### config.mk
export PLATFORM = sky130hd
export DESIGN_NAME = dmem_arbiter
export DESIGN_NICKNAME = d
export VERILOG_FILES = /design/src/rtl/dmem_arb_pkg.sv /design/src/rtl/dmem_arb_wait_ctr.sv /design/src/rtl/dmem_arbiter.sv
export SDC_FILE = /design/constraint.sdc
export NUM_CORES = 1
export LEC_CHECK = 0
export BUFFER_PORTS_ARGS = -buffer_cell sky130_fd_sc_hd__buf_2
export CAP_MARGIN = 20
export CORE_UTILIZATION = 41
export DETAILED_ROUTE_END_ITERATION = 8
export HOLD_SLACK_MARGIN = 0.06
export PLACE_DENSITY = 0.78
export SETUP_SLACK_MARGIN = 0.1
export SLEW_MARGIN = 20
export SYNTH_ARGS = -nofsm -noshare
export SYNTH_HDL_FRONTEND = slang
export SYNTH_SLANG_ARGS = --single-unit
### constraint.sdc
create_clock -name clk -period 2.4 [get_ports clk]
set_clock_uncertainty 0.2 [all_clocks]
set_input_delay 0.48 -clock clk [delete_from_list [all_inputs] [get_ports clk]]
set_output_delay 0.48 -clock clk [all_outputs]
set_load 0.03 [all_outputs]
### src/rtl/dmem_arb_pkg.sv
// rtl/dmem_arb_pkg.sv - shared types for the data-memory port arbiter
package dmem_arb_pkg;

    typedef enum logic {
        IDLE = 1'b0,
        RD   = 1'b1
    } dmem_arb_state_t;

    // 0 = MEM stage, 1 = loader/debug
    typedef logic port_id_t;

    localparam port_id_t PORT_MEM = 1'b0;
    localparam port_id_t PORT_LDR = 1'b1;

endpackage

### src/rtl/dmem_arb_wait_ctr.sv
// rtl/dmem_arb_wait_ctr.sv - saturating starvation counter for the loader port
module dmem_arb_wait_ctr #(
    parameter int MAX_WAIT = 4
) (
    input  logic clk,
    input  logic rst,
    input  logic req,
    input  logic gnt,
    output logic at_max
);

    localparam int CW = $clog2(MAX_WAIT + 1);
    localparam logic [CW-1:0] CNT_MAX = CW'(MAX_WAIT);

    logic [CW-1:0] cnt_q;
    logic [CW-1:0] cnt_d;

    always_comb begin
        cnt_d = cnt_q;
        if (!req || gnt) begin
            cnt_d = '0;
        end else if (cnt_q != CNT_MAX) begin
            cnt_d = cnt_q + 1'b1;
        end
    end

    always_ff @(posedge clk or negedge rst) begin
        if (!rst) begin
            cnt_q <= '0;
        end else begin
            cnt_q <= cnt_d;
        end
    end

    assign at_max = (cnt_q == CNT_MAX);

endmodule

### src/rtl/dmem_arbiter.sv
// rtl/dmem_arbiter.sv - two-port arbiter and read sequencer in front of DataMemory
module dmem_arbiter
    import dmem_arb_pkg::*;
#(
    parameter int ADDR_W   = 32,
    parameter int DATA_W   = 32,
    parameter int MAX_WAIT = 4
) (
    input  logic              clk,
    input  logic              rst,
    input  logic              p0_req,
    input  logic              p0_we,
    input  logic [ADDR_W-1:0] p0_addr,
    input  logic [DATA_W-1:0] p0_wdata,
    output logic              p0_gnt,
    output logic              p0_rvalid,
    output logic [DATA_W-1:0] p0_rdata,
    output logic              p0_stall,
    input  logic              p1_req,
    input  logic              p1_we,
    input  logic [ADDR_W-1:0] p1_addr,
    input  logic [DATA_W-1:0] p1_wdata,
    output logic              p1_gnt,
    output logic              p1_rvalid,
    output logic [DATA_W-1:0] p1_rdata,
    output logic              mem_read,
    output logic              mem_write,
    output logic [ADDR_W-1:0] mem_addr,
    output logic [DATA_W-1:0] mem_wdata,
    input  logic [DATA_W-1:0] mem_rdata
);

    dmem_arb_state_t   state_q, state_d;
    port_id_t          owner_q, owner_d;
    logic [ADDR_W-1:0] addr_q, addr_d;
    logic              rvalid0_q, rvalid0_d;
    logic              rvalid1_q, rvalid1_d;
    logic [DATA_W-1:0] rdata0_q, rdata0_d;
    logic [DATA_W-1:0] rdata1_q, rdata1_d;
    logic              p1_at_max;
    port_id_t          sel;
    logic              sel_we;

    dmem_arb_wait_ctr #(
        .MAX_WAIT (MAX_WAIT)
    ) u_wait_ctr (
        .clk    (clk),
        .rst    (rst),
        .req    (p1_req),
        .gnt    (p1_gnt),
        .at_max (p1_at_max)
    );

    always_comb begin
        state_d   = state_q;
        owner_d   = owner_q;
        addr_d    = addr_q;
        rvalid0_d = 1'b0;
        rvalid1_d = 1'b0;
        rdata0_d  = rdata0_q;
        rdata1_d  = rdata1_q;
        p0_gnt    = 1'b0;
        p1_gnt    = 1'b0;
        mem_read  = 1'b0;
        mem_write = 1'b0;
        mem_addr  = '0;
        mem_wdata = '0;
        sel       = PORT_MEM;
        sel_we    = 1'b0;
        case (state_q)
            IDLE: begin
                // Grants are gated by reset so every output reads 0 while it is held.
                if (rst) begin
                    if (p1_req && p1_at_max) p1_gnt = 1'b1;
                    else if (p0_req)         p0_gnt = 1'b1;
                    else if (p1_req)         p1_gnt = 1'b1;
                end
                if (p0_gnt || p1_gnt) begin
                    sel       = p1_gnt ? PORT_LDR : PORT_MEM;
                    sel_we    = (sel == PORT_LDR) ? p1_we : p0_we;
                    mem_addr  = (sel == PORT_LDR) ? p1_addr : p0_addr;
                    mem_wdata = (sel == PORT_LDR) ? p1_wdata : p0_wdata;
                    mem_write = sel_we;
                    mem_read  = ~sel_we;
                    if (!sel_we) begin
                        state_d = RD;
                        owner_d = sel;
                        addr_d  = mem_addr;
                    end
                end
            end
            RD: begin
                mem_read = 1'b1;
                mem_addr = addr_q;
                state_d  = IDLE;
                if (owner_q == PORT_LDR) begin
                    rdata1_d  = mem_rdata;
                    rvalid1_d = 1'b1;
                end else begin
                    rdata0_d  = mem_rdata;
                    rvalid0_d = 1'b1;
                end
            end
            default: state_d = IDLE;
        endcase
    end

    always_ff @(posedge clk or negedge rst) begin
        if (!rst) begin
            state_q   <= IDLE;
            owner_q   <= PORT_MEM;
            addr_q    <= '0;
            rvalid0_q <= 1'b0;
            rvalid1_q <= 1'b0;
            rdata0_q  <= '0;
            rdata1_q  <= '0;
        end else begin
            state_q   <= state_d;
            owner_q   <= owner_d;
            addr_q    <= addr_d;
            rvalid0_q <= rvalid0_d;
            rvalid1_q <= rvalid1_d;
            rdata0_q  <= rdata0_d;
            rdata1_q  <= rdata1_d;
        end
    end

    assign p0_rvalid = rvalid0_q;
    assign p1_rvalid = rvalid1_q;
    assign p0_rdata  = rdata0_q;
    assign p1_rdata  = rdata1_q;
    assign p0_stall  = p0_req & ~p0_gnt;

endmodule

==> impl_metrics.json <==
{
  "outcome": "finished with violations",
  "violations": "negative setup slack",
  "slew_violations": 0,
  "wirelength_um": 19000,
  "clk_path_buf_depth": 2,
  "grt_usage_pct": 26.9,
  "path_clk_slew_ns": 0.08,
  "dpl.cell_count": 960,
  "ir_drop_mv": 0.786,
  "endpoint_kind": "output port",
  "crit_path_start": "u_wait_ctr.cnt_q[0]",
  "die_h_um": 117,
  "cp_max_fo": 6,
  "p_leak_nw": 4.25,
  "crit_required_ns": 1.72,
  "rsz0062_at_grt": "true",
  "worstMarginPinSlew_ns": 0.616,
  "worst_slack_ns": -0.325,
  "critPathArrivalTime_ns": 2.04,
  "cts_buffers": 9,
  "drc": 0,
  "grt_use_met3_pct": 7.47,
  "yosysWarningCount": 0,
  "min-delay-start": "mem_rdata[7]",
  "initial_core_util_pct": 42.6,
  "cp-start-kind": "flip-flop",
  "postSynthAreaPerCell_um2": 10.9,
  "finalSetupViolCount": 101,
  "dp_hpwl_um": 12700,
  "maxCapViolCount": 0,
  "finalCriticalPeriod_ns": 2.72,
  "drtPass1Iterations": 4,
  "maxSlewHeadroom_pct": 58.8,
  "hp-class": "in2reg",
  "synth_ff_type": "dfrtp_1",
  "ioPinCount": 301,
  "tns_ns": -22.04,
  "ctsRootBufferMaster": "clkbuf_16",
  "ys_seq_area_share_pct": 47.3,
  "htreeDepth": 3,
  "synthTopCellsByArea": "dfrtp_1 (47%), mux2_2 (21%), mux2_4 (7.7%), nand2_1 (7.2%), a22oi_1 (4.4%)",
  "synth_edf_count": 0,
  "antenna_found_initial": 3,
  "final_area_mm2": 0.00919,
  "synth_seq_cells": 103,
  "areaGrowthSynthToFinish_pct": 68.8,
  "layout.cells.non_filler": 1002,
  "drive_gt1_share_pct": 72.8,
  "syn_area_mm2": 0.00545,
  "hold_viol_final": 0,
  "cts.sinks": 103,
  "vias": 5381,
  "yosysMostFrequentCell": "nand2_1",
  "timing.fmax_mhz": 367,
  "grt_max_degree": 71,
  "grt_first_pass_wirelength_um": 27600,
  "core_mm2": 0.0128,
  "num-nets-final": 990,
  "die_w_um": 117,
  "avgRoutedWirePerCell_um": 18.9,
  "globalplace.congestion": 0.813,
  "drtIter0Drc": 207,
  "place_area_mm2": 0.00781,
  "gr-usage-met2_pct": 48.5,
  "grt_pass1_vias": 5625,
  "min_period_over_period_pct": 114,
  "synth_nets": 669,
  "die_area_mm2": 0.0137,
  "io_buffers": 300,
  "synth_top_area_cell": "dfrtp_1",
  "syn-instance-count": 501,
  "drtAntennaViolNets": 0,
  "via_per_inst": 5.37,
  "gr-usage-met1_pct": 28.5,
  "ys_async_sr_fraction_pct": 100,
  "row_count": 41,
  "grt_overflow": 0,
  "finalPower_mw": 7.80,
  "ys_types": 24,
  "busiest_layer": "met2",
  "r2r_start": "u_wait_ctr.cnt_q[0]",
  "yosys.area.top_type_share_pct": 47.3,
  "insertion_delay_ns": 0.35,
  "synthTopCellsByCount": "nand2_1 (104), dfrtp_1 (103), mux2_2 (100)",
  "cts_tree": "done",
  "crit_type": "reg2out",
  "p_per_area_mw_per_mm2": 848
}
==> sequential cells by signal (all words and copies together), names as in the netlist <==
name	count
addr_q	32
owner_q	1
p0_rdata	32
p0_rvalid	1
p1_rdata	32
p1_rvalid	1
state_q	1
u_wait_ctr.cnt_q	3
==> through the flow <==
| step | hold slack, ns | worst slack (ns) | util, % |
|---|---|---|---|
| after floorplan | -0.0156 | 0.0405 | - |
| after global placement | 0.270 | 0.0405 | 61.2 |
| after detailed placement | 0.277 | -0.0138 | 61.2 |
| after CTS | 0.155 | -0.319 | 70.3 |
| after global routing | 0.160 | -0.399 | 72.0 |
| final | 0.161 | -0.325 | 72.0 |
==> layout make-up <==
class	count	area, um2
sequential	103	2580
clock buffer	9	225
clock inverter	7	66.3
tap	172	215
timing repair buffer	349	2730
inverter	5	18.8
fill	814	3580
multi-input combinational	354	3350
antenna	3	7.51
==> repair_timing <==
item	in CTS	in global routing
setup endpoints to repair	70	102
endpoints found under the hold margin	33	0
cloned	6	3
buffers inserted	11	1
pin swaps	25	25
resized for setup	172	28
hold buffers	2	0
==> cell families after synthesis <==
group | Yosys count | synth area share [%]
buffers and inverters | 44 | 3.95
AND/OR/NAND/NOR | 118 | 8.32
adder cells (fa/ha/maj) | 2 | 0.459
XOR/XNOR | 1 | 0.161
flip-flops | 103 | 47.3
multiplexers | 128 | 28.4
AO/OA/AOI/OAI | 105 | 11.4
==> worst max-delay path: stages (launching register included) <==
cell and delay, ns:
dfrtp_1 0.41, inv_2 0.07, ha_4 0.15, nand2_4 0.05, a21oi_4 0.17, buf_12 0.15
buf_8 0.13, buf_16 0.12, a22oi_1 0.09, o21ai_2 0.18, buf_6 0.17
==> cells in the final DEF (no fill, tap or decap), types with 4 or more instances in the layout <==
cell	n
a21oi_4	33
a22oi_1	15
a22oi_2	17
buf_12	14
buf_16	8
buf_2	232
buf_4	20
buf_6	66
clkbuf_16	12
dfrtp_1	102
mux2_2	100
mux2_4	28
nand2_1	85
nand2_2	15
nand2_4	4
nor2_1	6
o21ai_2	30
==> per-layer routing <==
metal | vias to the layer above | share of wire (%) | wire length (um)
li1 | 2418 | - | -
met1 | 2670 | 37 | 7000
met2 | 250 | 52 | 9960
met3 | 43 | 7.1 | 1360
met4 | 0 | 3.5 | 655
met5 | - | 0 | 0
==> worst paths after layout <==
kind	endpoint	slack, ns	cells after the start
worst min register to register	p1_rdata[8]	0.30	1
min in group asynchronous	owner_q	0.57	3
max in group asynchronous	addr_q[29]	0.43	4
worst max-delay path	mem_addr[16]	-0.32	10
worst min-delay path	p0_rdata[7]	0.16	2
worst max register to register	addr_q[20]	-0.23	12
==> where the power goes <==
part	internal, mW	total (mW)	switching, mW
logic	1.50	3.65	2.15
clock network	0.728	1.44	0.711
registers	2.37	2.71	0.338
No activity file was read; power rests on OpenSTA's default activity.
